### src/rtl/gpio_pad_ctrl_if.sv
// Register-side bus of the GPIO pad controller: control/data in, pad and
// filtered-pin status out. The master drives the registers; the slave is the pad block.
interface gpio_pad_ctrl_if;
  logic [31:0] ctrl_i;
  logic [31:0] data_i;
  logic [1:0]  pad_in_i;
  logic [1:0]  pad_out_o;
  logic [1:0]  pad_oe_o;
  logic [1:0]  pin_o;
  logic [1:0]  edge_o;
  logic [1:0]  irq_clr_i;
  logic        irq_o;

  modport master (
    output ctrl_i, data_i, pad_in_i, irq_clr_i,
    input  pad_out_o, pad_oe_o, pin_o, edge_o, irq_o
  );

  modport slave (
    input  ctrl_i, data_i, pad_in_i, irq_clr_i,
    output pad_out_o, pad_oe_o, pin_o, edge_o, irq_o
  );
endinterface

### src/rtl/gpio_pad_ctrl.sv
// Two-pin GPIO pad controller: output drive, 2-flop input sync, optional debounce
// (compile with GPIO_DEBOUNCE_EN), edge detect and sticky interrupt pending bits.
module gpio_pad_ctrl #(
  parameter int unsigned DB_CYCLES = 16
) (
  input logic           clk,
  input logic           rst,
  gpio_pad_ctrl_if.slave bus
);

  typedef enum logic [1:0] {
    MODE_HIZ = 2'd0,
    MODE_OUT = 2'd1,
    MODE_IN  = 2'd2,
    MODE_RSV = 2'd3
  } pin_mode_e;

  logic [1:0] s1, s2;
  logic [1:0] pin_q, pin_nxt;
  logic [1:0] edge_q, edge_nxt;
  logic [1:0] pend_q, pend_nxt;
  logic       irq_q;
  logic [1:0] oe;

  logic unused_bits;
  assign unused_bits = ^{bus.ctrl_i[31:4], bus.data_i[31:2]};

  for (genvar g = 0; g < 2; g++) begin : g_pin
    pin_mode_e mode;
    assign mode         = pin_mode_e'(bus.ctrl_i[2*g +: 2]);
    assign oe[g]        = (mode == MODE_OUT);
    assign edge_nxt[g]  = (pin_nxt[g] != pin_q[g]) && (mode == MODE_IN);

`ifdef GPIO_DEBOUNCE_EN
    logic [7:0] cnt, cnt_nxt;
    logic       pin_n;

    // Counter restarts whenever the synced level agrees with the accepted one,
    // so only an uninterrupted run of DB_CYCLES disagreeing cycles is accepted.
    always_comb begin
      pin_n   = pin_q[g];
      cnt_nxt = '0;
      if (s2[g] != pin_q[g]) begin
        if (cnt == 8'(DB_CYCLES - 1)) begin
          pin_n = s2[g];
        end else if (cnt != '1) begin
          cnt_nxt = cnt + 8'd1;
        end else begin
          cnt_nxt = cnt;
        end
      end
    end

    always_ff @(posedge clk) begin
      if (rst) cnt <= '0;
      else     cnt <= cnt_nxt;
    end

    assign pin_nxt[g] = pin_n;
`else
    assign pin_nxt[g] = s2[g];
`endif
  end

`ifndef GPIO_DEBOUNCE_EN
  logic [7:0] unused_db;
  assign unused_db = 8'(DB_CYCLES);
`endif

  // Set has priority over a simultaneous write-1-to-clear.
  assign pend_nxt = (pend_q & ~bus.irq_clr_i) | edge_nxt;

  always_ff @(posedge clk) begin
    if (rst) begin
      s1     <= '0;
      s2     <= '0;
      pin_q  <= '0;
      edge_q <= '0;
      pend_q <= '0;
      irq_q  <= 1'b0;
    end else begin
      s1     <= bus.pad_in_i;
      s2     <= s1;
      pin_q  <= pin_nxt;
      edge_q <= edge_nxt;
      pend_q <= pend_nxt;
      irq_q  <= |pend_nxt;
    end
  end

  assign bus.pad_oe_o  = oe;
  assign bus.pad_out_o = bus.data_i[1:0] & oe;
  assign bus.pin_o     = pin_q;
  assign bus.edge_o    = edge_q;
  assign bus.irq_o     = irq_q;

endmodule

### src/flat_wrapper.sv
// flat-port wrapper written by rule: the top's interface ports become plain ports
module gpio_pad_ctrl_flat 
#(
  parameter int unsigned DB_CYCLES = 16
)
  (clk, rst, bus_ctrl_i, bus_data_i, bus_pad_in_i, bus_irq_clr_i, bus_pad_out_o, bus_pad_oe_o, bus_pin_o, bus_edge_o, bus_irq_o);
  gpio_pad_ctrl_if bus_i ();
  input logic clk;
  input logic rst;
  input wire logic [$bits(bus_i.ctrl_i)-1:0] bus_ctrl_i;
  input wire logic [$bits(bus_i.data_i)-1:0] bus_data_i;
  input wire logic [$bits(bus_i.pad_in_i)-1:0] bus_pad_in_i;
  input wire logic [$bits(bus_i.irq_clr_i)-1:0] bus_irq_clr_i;
  output wire logic [$bits(bus_i.pad_out_o)-1:0] bus_pad_out_o;
  output wire logic [$bits(bus_i.pad_oe_o)-1:0] bus_pad_oe_o;
  output wire logic [$bits(bus_i.pin_o)-1:0] bus_pin_o;
  output wire logic [$bits(bus_i.edge_o)-1:0] bus_edge_o;
  output wire logic [$bits(bus_i.irq_o)-1:0] bus_irq_o;
  assign bus_i.ctrl_i = bus_ctrl_i;
  assign bus_i.data_i = bus_data_i;
  assign bus_i.pad_in_i = bus_pad_in_i;
  assign bus_i.irq_clr_i = bus_irq_clr_i;
  assign bus_pad_out_o = bus_i.pad_out_o;
  assign bus_pad_oe_o = bus_i.pad_oe_o;
  assign bus_pin_o = bus_i.pin_o;
  assign bus_edge_o = bus_i.edge_o;
  assign bus_irq_o = bus_i.irq_o;
  gpio_pad_ctrl #(.DB_CYCLES(DB_CYCLES)) u_core (.clk(clk), .rst(rst), .bus(bus_i));
endmodule
### config.mk
export PLATFORM = sky130hd
export DESIGN_NAME = gpio_pad_ctrl_flat
export DESIGN_NICKNAME = d
export VERILOG_FILES = /design/src/rtl/gpio_pad_ctrl_if.sv /design/src/rtl/gpio_pad_ctrl.sv /design/src/flat_wrapper.sv
export SDC_FILE = /design/constraint.sdc
export NUM_CORES = 1
export LEC_CHECK = 0
export CAP_MARGIN = 20
export CELL_PAD_IN_SITES_DETAIL_PLACEMENT = 0
export CELL_PAD_IN_SITES_GLOBAL_PLACEMENT = 1
export CORE_ASPECT_RATIO = 0.75
export CORE_MARGIN = 4
export CORE_UTILIZATION = 10
export CTS_CLUSTER_DIAMETER = 80
export DETAILED_ROUTE_END_ITERATION = 16
export PLACE_DENSITY_LB_ADDON = 0.1
export SLEW_MARGIN = 20
export SYNTH_ARGS = -nofsm -noshare
export SYNTH_HDL_FRONTEND = slang
export SYNTH_SLANG_ARGS = --single-unit
### constraint.sdc
create_clock -name clk -period 1.03 [get_ports clk]
set_clock_uncertainty 0.1 [all_clocks]
set_input_delay 0.103 -clock clk [delete_from_list [all_inputs] [get_ports clk]]
set_output_delay 0.103 -clock clk [all_outputs]
set_load 0.02 [all_outputs]
### Word level (Yosys, flattened, before mapping)

Index checks and enable logic that the tools add are counted.
Widths: inputs -> output; s select.

| cells by class | value |
|---|---|
| shifts and indexed selects | 0 |
| eq/ne operators | 6 |
| reductions and logical operators | 3 |
| order comparisons | 0 |
| div/mod/pow operators | 0 |
| bitwise gates (word level) | 4 |
| multiply operators | 0 |
| multiplexer cells | 0 |
| add/subtract/negate cells | 0 |

Operators with widths:

| kind | count |
|---|---|
| $and 2x2->2 | 2 |
| $eq 2x1->1 const B | 2 |
| $eq 2x2->1 const B | 2 |
| $logic_and 1x1->1 | 2 |
| $ne 1x1->1 | 2 |
| $not 2->2 | 1 |
| $or 2x2->2 | 1 |
| $reduce_or 2->1 | 1 |

| storage, ports and cells | value |
|---|---|
| memories kept | 0 |
| ROM bits | 0 |
| register bits | 11 |
| bits in latches | 0 |
| bits in writable memories | 0 |

### Depth between registers and ports, before layout

Gate-level depths: netlist of run 1.

| logic depth | value |
|---|---|
| word-level depth | 4 |
| depth in mapped cells | 4 |
| depth with buffers taken out | 3 |

### Worst setup path after synthesis of run 1

OpenSTA, ideal clock, no wires.

| timing | value |
|---|---|
| path type | flip-flop to flip-flop |
| from | reg u_core.pin_q[1] (netlist: u_core.bus.pin_o[1]) |
| to | reg u_core.irq_q (netlist: u_core.bus.irq_o) |
| buffers on the path | 0 |
| library setup time | 0.130 ns |
| setup slack | -0.024 ns |
| cell stages (with the launch flop) | 4 |
| clock period less this slack | 1.054 ns |
| data arrival time | 0.824 ns |
| cells stage by stage | dfxtp_1 -> xor2_1 -> a31oi_2 -> o211ai_1 |

| between the ends | value |
|---|---|
| cells in the longest elaborated chain, start to end | 4 |

RTL lines:

| item | RTL line | text |
|---|---|---|
| start: declaration | gpio_pad_ctrl.sv:19 | `logic [1:0] pin_q, pin_nxt;` |
| start signal: assignment | gpio_pad_ctrl.sv:84 | `pin_q <= pin_nxt;` |
| $ne 1x1->1 | gpio_pad_ctrl.sv:32 | `assign edge_nxt[g] = (pin_nxt[g] != pin_q[g]) && (mode == MODE_IN);` |
| $logic_and 1x1->1 | gpio_pad_ctrl.sv:32 |  |
| $or 2x2->2 | gpio_pad_ctrl.sv:71 | `assign pend_nxt = (pend_q & ~bus.irq_clr_i) \| edge_nxt;` |
| $reduce_or 2->1 | gpio_pad_ctrl.sv:87 | `irq_q <= \|pend_nxt;` |
| end signal: assignment | gpio_pad_ctrl.sv:87 |  |
| end: declaration | gpio_pad_ctrl.sv:22 | `logic irq_q;` |

No other way between the ends.
A chain may end at the register's enable or synchronous reset.

### Final worst setup path of run 1

| timing | value |
|---|---|
| from | in bus_data_i[1] |
| to | out bus_pad_out_o[1] |

| between the ends | value |
|---|---|
| cells in the longest elaborated chain, start to end | 1 |

RTL lines:

| item | RTL line | text |
|---|---|---|
| start: declaration | flat_wrapper.sv:11 | `input wire logic [$bits(bus_i.data_i)-1:0] bus_data_i;` |
| $and 2x2->2 | gpio_pad_ctrl.sv:92 | `assign bus.pad_out_o = bus.data_i[1:0] & oe;` |
| end: declaration | flat_wrapper.sv:14 | `output wire logic [$bits(bus_i.pad_out_o)-1:0] bus_pad_out_o;` |

No other way between the ends.

==> metrics.md, run 1 <==
| Metric | Value |
|---|---|
| Skew-Pair Late Insertion Delay | 0.23 ns |
| Die Height | 62.5 um |
| #FFs+latches synth | 11 |
| Yosys warns | 0 |
| TritonCTS Buffers | 3 |
| DRC viols | 0 |
| Number of buffers added on ports | 20 |
| Fin Hold WS | 0.197 ns |
| Top Family by Delay on Critical Path | buffers and inverters |
| Leakage | 0.000345 uW |
| CP arrival | 0.80 ns |
| Final worst path period need | 1.00 ns |
| Overflow after GRT | 0 |
| Synth area leader | dfxtp_1 |
| CP bufs+invs | 2 |
| Detailed router's first-iteration violation count | 8 |
| Worst-case clock buffer depth | 2 |
| Seq/Total Area, Yosys | 0.555 |
| Layout cells sized above 1 | 0.500 |
| Fin. max-slew vios | 0 |
| DR pass1 iterations | 2 |
| Startpoint Class | input port |
| Io pins | 79 |
| Pin count of the biggest net entering global routing | 7 |
| Setup Fix Bufs, Post-CTS | 0 |
| WL final | 862 um |
| Avg Inst Size Synth | 11.3 sq um |
| Post-synth cell types | 15 |
| Top sig layer | met3 |
| Pre-CTS setup slack | -0.642 ns |
| Rel. slew slack | 0.868 |
| Syn nets | 105 |
| Hold buffers post-CTS | 0 |
| Area contributors post-synth | dfxtp_1, and2b_2, xor2_1 |
| Critical path peak fanout | 1 |
| Fin area | 733 sq um |
| TritonCTS Sinks | 11 |
| Vias in the first global route | 317 |
| H-tree depth | 1 |
| First-pass GRT wire length | 1470 um |
| Area growth, synth to finish | 84.9% |
| Leading cell type in the layout, fill and taps excluded | dfxtp_1 |
| Peak Freq | 0.998 GHz |
| Core Box Area | 3730 sq um |
| Die area | 5050 sq um |
| Routed len/inst | 7.43 um |
| Peak supply drop | 0.646 mV |
| Chip Width | 80.7 um |
| WP data required | 0.83 ns |
| Area of the mapped netlist | 397 sq um |
| Worst Tran Pin Value | 0.198 ns |
| Max_cap viols | 0 |
| Critical Path End Type | primary output |
| Final antenna-violating net count | 0 |
| Worst-path clk slew | 0.05 ns |
| Hold Fails Final Rpt | 0 |
| Total number of vias | 302 |
| Fin crit share | 0.973 |
| Hold Crit Class | in -> reg |
| Diodes inserted | 0 |
| Initial core utilization | 0.106 |
| GP Congestion | 0.591 |
| Critical Path, Cell by Cell | clkdlybuf4s50_1 > and2_1 > buf_6 |
| RSZ-0062 raised after global routing | true |
| Final Power | 993 uW |
| Nets | 135 |
| Crit-path slowest cell | clkdlybuf4s50_1 |
| TritonCTS clock tree | yes |
| Crit path kind | in -> out |
| Placed inst area | 697 sq um |
| Setup violators final | 0 |
| DR WL met2 | 412 um |
| Clock Tree Root | clkbuf_8 |
| Vias/cell | 2.60 |
| Crit-path max cell delay | 0.45 ns |
| Mapped Cells | 35 |
| Met1 wire length | 380 um |
| Most frequent cells in the layout | dfxtp_1, and2b_2, clkdlybuf4s50_1, buf_2, buf_4 |
| Hpwl dp | 727 um |
| Pwr dens | 1350 nW/um^2 |
| Tot GR Track Use | 0.0408 |
| Top-area cell type share of the netlist area | 0.555 |
| Status | completed |
| Met3 wire length | 69 um |
| Worst Slack Setup Final | 0.0280 ns |
| Initial antenna violation count | 0 |
| Cell Rows | 19 |
==> synthesized netlist by cell type <==
cell      instances
nor2_1            2
nand2b_1          1
a31oi_2           1
xor2_1            2
nor2b_1           2
o21ai_0           1
o211ai_1          1
and2_1            2
and3_1            1
buf_6             1
inv_1             2
nor3b_2           1
dfxtp_1          11
and2b_2           6
nand3_1           1
==> per-layer routing <==
layer | global-route usage | vias to the layer above
met5 | 0 | -
met4 | 0.0190 | 0
met3 | 0.0360 | 0
met2 | 0.0620 | 6
met1 | 0.0380 | 130
li1 | - | 166
==> logic make-up after synthesis <==
logic type	share of synthesized area
AOI/OAI and AO/OA	0.0631
buffers and inverters	0.0473
xor gates and xnor gates	0.0442
and+or+nand+nor	0.290
DFF	0.555
==> stage by stage <==
step	util	setup TNS, ns	cells
final	0.196	0	116
after global routing	0.196	-0.0146	116
after CTS	0.196	0	116
after detailed placement	0.187	-5.11	112
after global placement	0.187	-5.40	112
after floorplan	-	0	35
==> layout make-up <==
type                            instances  area, sq um
Fill cell                             425         3000
Tap cell                               52         65.1
Multi-Input combinational cell         21          180
Timing Repair Buffer                   26          213
Inverter                                2         7.51
Sequential cell                        11          223
Clock buffer                            4         45.0
==> sequential cells by signal (all words and copies together) (netlist names) <==
signal	cells
u_core.bus.edge_o	2
u_core.bus.pin_o	2
u_core.pend_q	2
u_core.pin_nxt	2
u_core.s1	2
u_core.bus.irq_o	1
==> worst paths after layout <==
check	startpoint	to	slack, ns	depth (start not counted)
max	bus_data_i[1]	bus_pad_out_o[1]	0.03	3
min	bus_ctrl_i[0]	u_core.bus.edge_o[0]	0.20	4
max reg2reg	u_core.bus.pin_o[1]	u_core.bus.irq_o	0.05	3
min reg2reg	u_core.s1[0]	u_core.pin_nxt[0]	0.35	1
==> tightest hold or removal path, delay by kind of cell <==
family	cells	cell delay, ns
buffers and inverters	2	0.25
and+or+nand+nor	2	0.14
==> what timing repair did <==
item                                    4_1_cts  5_1_grt
gates resized for setup                      45        5
endpoints found under the setup margin       11        5
pin swaps                                     5        1
==> where the power goes <==
part	leakage (uW)	internal [uW]	switching (uW)
clock network	0.0000228	271	151
logic	0.000231	76.8	48.5
registers	0.0000908	441	4.81
total	0.000345	789	204
No activity file was read; power rests on OpenSTA's default activity.
==> inputs of run 2 (changes only) <==
--- a/config.mk
+++ b/config.mk
@@ -10,7 +10,7 @@
 export CELL_PAD_IN_SITES_GLOBAL_PLACEMENT = 1
 export CORE_ASPECT_RATIO = 0.75
 export CORE_MARGIN = 4
-export CORE_UTILIZATION = 10
+export CORE_UTILIZATION = 11
 export CTS_CLUSTER_DIAMETER = 80
 export DETAILED_ROUTE_END_ITERATION = 16
 export PLACE_DENSITY_LB_ADDON = 0.1
==> constraint.sdc (replaced) <==
create_clock -name clk -period 1.25 [get_ports clk]
set_clock_uncertainty 0.1 [all_clocks]
set_input_delay 0.125 -clock clk [delete_from_list [all_inputs] [get_ports clk]]
set_output_delay 0.125 -clock clk [all_outputs]
set_load 0.02 [all_outputs]
==> run 2 against run 1 <==
Against the previous run:
- sequential cell count stayed put
- routed wire length increased by 1.7%
- combinational power down 12%
- register-to-register slack better by 0.18 ns
- highest routed layer is now met4
- clock power down 18%
- hold slack better by 0.00066 ns
- die area shrank 8.1%
- first-iteration DRC count down 25%
==> metrics.md, run 2 (synthesized netlist as in run 1, its figures left out) <==
| Metric | Value |
|---|---|
| Layout cells sized above 1 | 0.381 (-0.119) |
| TritonCTS Buffers | 3 (unchanged) |
| FF+latch area | 220 sq um (-1.1%) |
| Hold Fails Final Rpt | 0 (unchanged) |
| Final worst path period need | 1.21 ns |
| Final Power | 821 uW (-17%) |
| Vias in the first global route | 343 (+8.2%) |
| Worst-path clk slew | 0.05 ns (about the same) |
| Critical Path End Type | primary output |
| Reg2Reg Setup Slack | 0.23 ns (+0.18 ns) |
| Critical Path, Cell by Cell | clkdlybuf4s50_1 > nor2b_4 > and2_4 > buf_6 |
| Die area | 4640 sq um (-8.1%) |
| Peak supply drop | 0.489 mV (-24%) |
| Setup Fix Bufs, Post-CTS | 0 (unchanged) |
| Pin count of the biggest net entering global routing | 7 (unchanged) |
| Hold Crit Class | in -> reg |
| Cell Rows | 18 (-1) |
| Initial antenna violation count | 0 (unchanged) |
| Core Box Area | 3380 sq um (-9.5%) |
| Tot GR Track Use | 0.0446 (+0.00386) |
| Chip Width | 77.3 um (-4.2%) |
| Min-Delay Path Depth | 3 (-1) |
| Leakage | 0.000362 uW (+4.9%) |
| FILL cells | 381 (-10%) |
| Routed len/inst | 8.51 um (+15%) |
| Fin. max-slew vios | 0 (unchanged) |
| Startpoint Class | input port |
| Final core occ | 0.215 (+0.0187) |
| WL final | 877 um (+1.7%) |
| Fin crit share | 0.964 |
| Hpwl dp | 715 um (-1.7%) |
| Skew-Pair Late Insertion Delay | 0.23 ns (about the same) |
| Detailed router's first-iteration violation count | 6 (-2) |
| WP data required | 1.02 ns (+0.19 ns) |
| Critical path peak fanout | 2 (+1) |
| CP arrival | 0.98 ns (+0.18 ns) |
| Rel. slew slack | 0.856 (-0.0118) |
| Area growth, synth to finish | 83.3% |
| Overflow after GRT | 0 (unchanged) |
| TritonCTS Sinks | 11 (unchanged) |
| RSZ-0062 raised after global routing | false |
| Max_cap viols | 0 (unchanged) |
| Pwr dens | 1130 nW/um^2 (-17%) |
| H-tree depth | 1 (unchanged) |
| Io pins | 79 (unchanged) |
| Diodes inserted | 0 (unchanged) |
| Crit path kind | in -> out |
| Worst-case clock buffer depth | 2 (unchanged) |
| Setup violators final | 0 (unchanged) |
| GP Congestion | 0.587 (-0.79%) |
| Leading cell type in the layout, fill and taps excluded | dfxtp_1 |
| Peak Freq | 0.830 GHz |
| DR pass1 iterations | 3 (+1) |
| Number of buffers added on ports | 20 (unchanged) |
| Crit-path max cell delay | 0.47 ns (+0.02 ns) |
| Initial core utilization | 0.117 (+0.0111) |
| Clock Tree Root | clkbuf_8 |
| First-pass GRT wire length | 1500 um (+1.9%) |
| Hold buffers post-CTS | 0 (unchanged) |
| Most frequent cells in the layout | dfxtp_1, clkdlybuf4s50_1, and2b_2, dlygate4sd2_1, buf_4 |
| Crit-path slowest cell | clkdlybuf4s50_1 |
| Final antenna-violating net count | 0 (unchanged) |
| DRC viols | 0 (unchanged) |
| Nets | 134 (-0.74%) |
| Area of the multi-input gates | 178 sq um (-1.4%) |
| Die Height | 60.0 um (-4.1%) |
| Worst Tran Pin Value | 0.215 ns (+0.0176 ns) |
| Total number of vias | 316 (+4.6%) |
| Vias/cell | 3.07 (+18%) |
| TritonCTS clock tree | yes |
| Sum Neg Setup Slack | 0 ns (unchanged) |
| Status | completed |
| Worst reg2reg path depth | 3 (unchanged) |
run 2: worst paths after layout:
path | from | endpoint
max | bus_ctrl_i[0] | bus_pad_out_o[0]
max reg2reg | u_core.bus.pin_o[1] | u_core.bus.irq_o
min reg2reg | u_core.s1[0] | u_core.pin_nxt[0]
min | bus_ctrl_i[2] | u_core.bus.edge_o[1]
run 2: report_power, final:
part	total (uW)	switching (uW)	internal (uW)	leakage, uW
clock network	345	122	223	0.0000228
logic	110	40.2	69.6	0.000249
registers	367	3.65	363	0.0000898
run 2: area by class of cell:
| type | count | share of cell area |
|---|---|---|
| Clock buffer | 4 | 0.0620 |
| Inverter | 2 | 0.0103 |
| Multi-Input combinational cell | 21 | 0.244 |
| Sequential cell | 11 | 0.303 |
| Tap cell | 40 | 0.0688 |
| Timing Repair Buffer | 25 | 0.312 |
run 2: routing by layer:
layer	up-vias	part of all wire	global-route usage
li1	165	-	-
met1	141	0.42	0.0424
met2	8	0.47	0.0677
met3	2	0.086	0.0392
met4	0	0.015	0.0228
met5	-	0	0
run 2: stage by stage:
step / area [sq um] / setup WS [ns] / hold WS, ns / instances
after floorplan: 397 / 0.196 / 0.162 / 35
after global routing: 727 / 0.00162 / 0.242 / 103
final: 727 / 0.0446 / 0.198 / 103
after detailed placement: 673 / -0.478 / 0.338 / 99
after CTS: 706 / 0.0122 / 0.350 / 103
after global placement: 673 / -0.440 / 0.335 / 99
run 2: timing repair:
action                                  4_1_cts  5_1_grt
resized for setup                            23        9
pin swaps                                     0        0
endpoints found under the setup margin        9        3
run 2: worst max-delay path: cells and delay by family:
| kind | cells | cell delay, ns |
|---|---|---|
| buf+inv | 2 | 0.57 |
| simple gates | 2 | 0.28 |
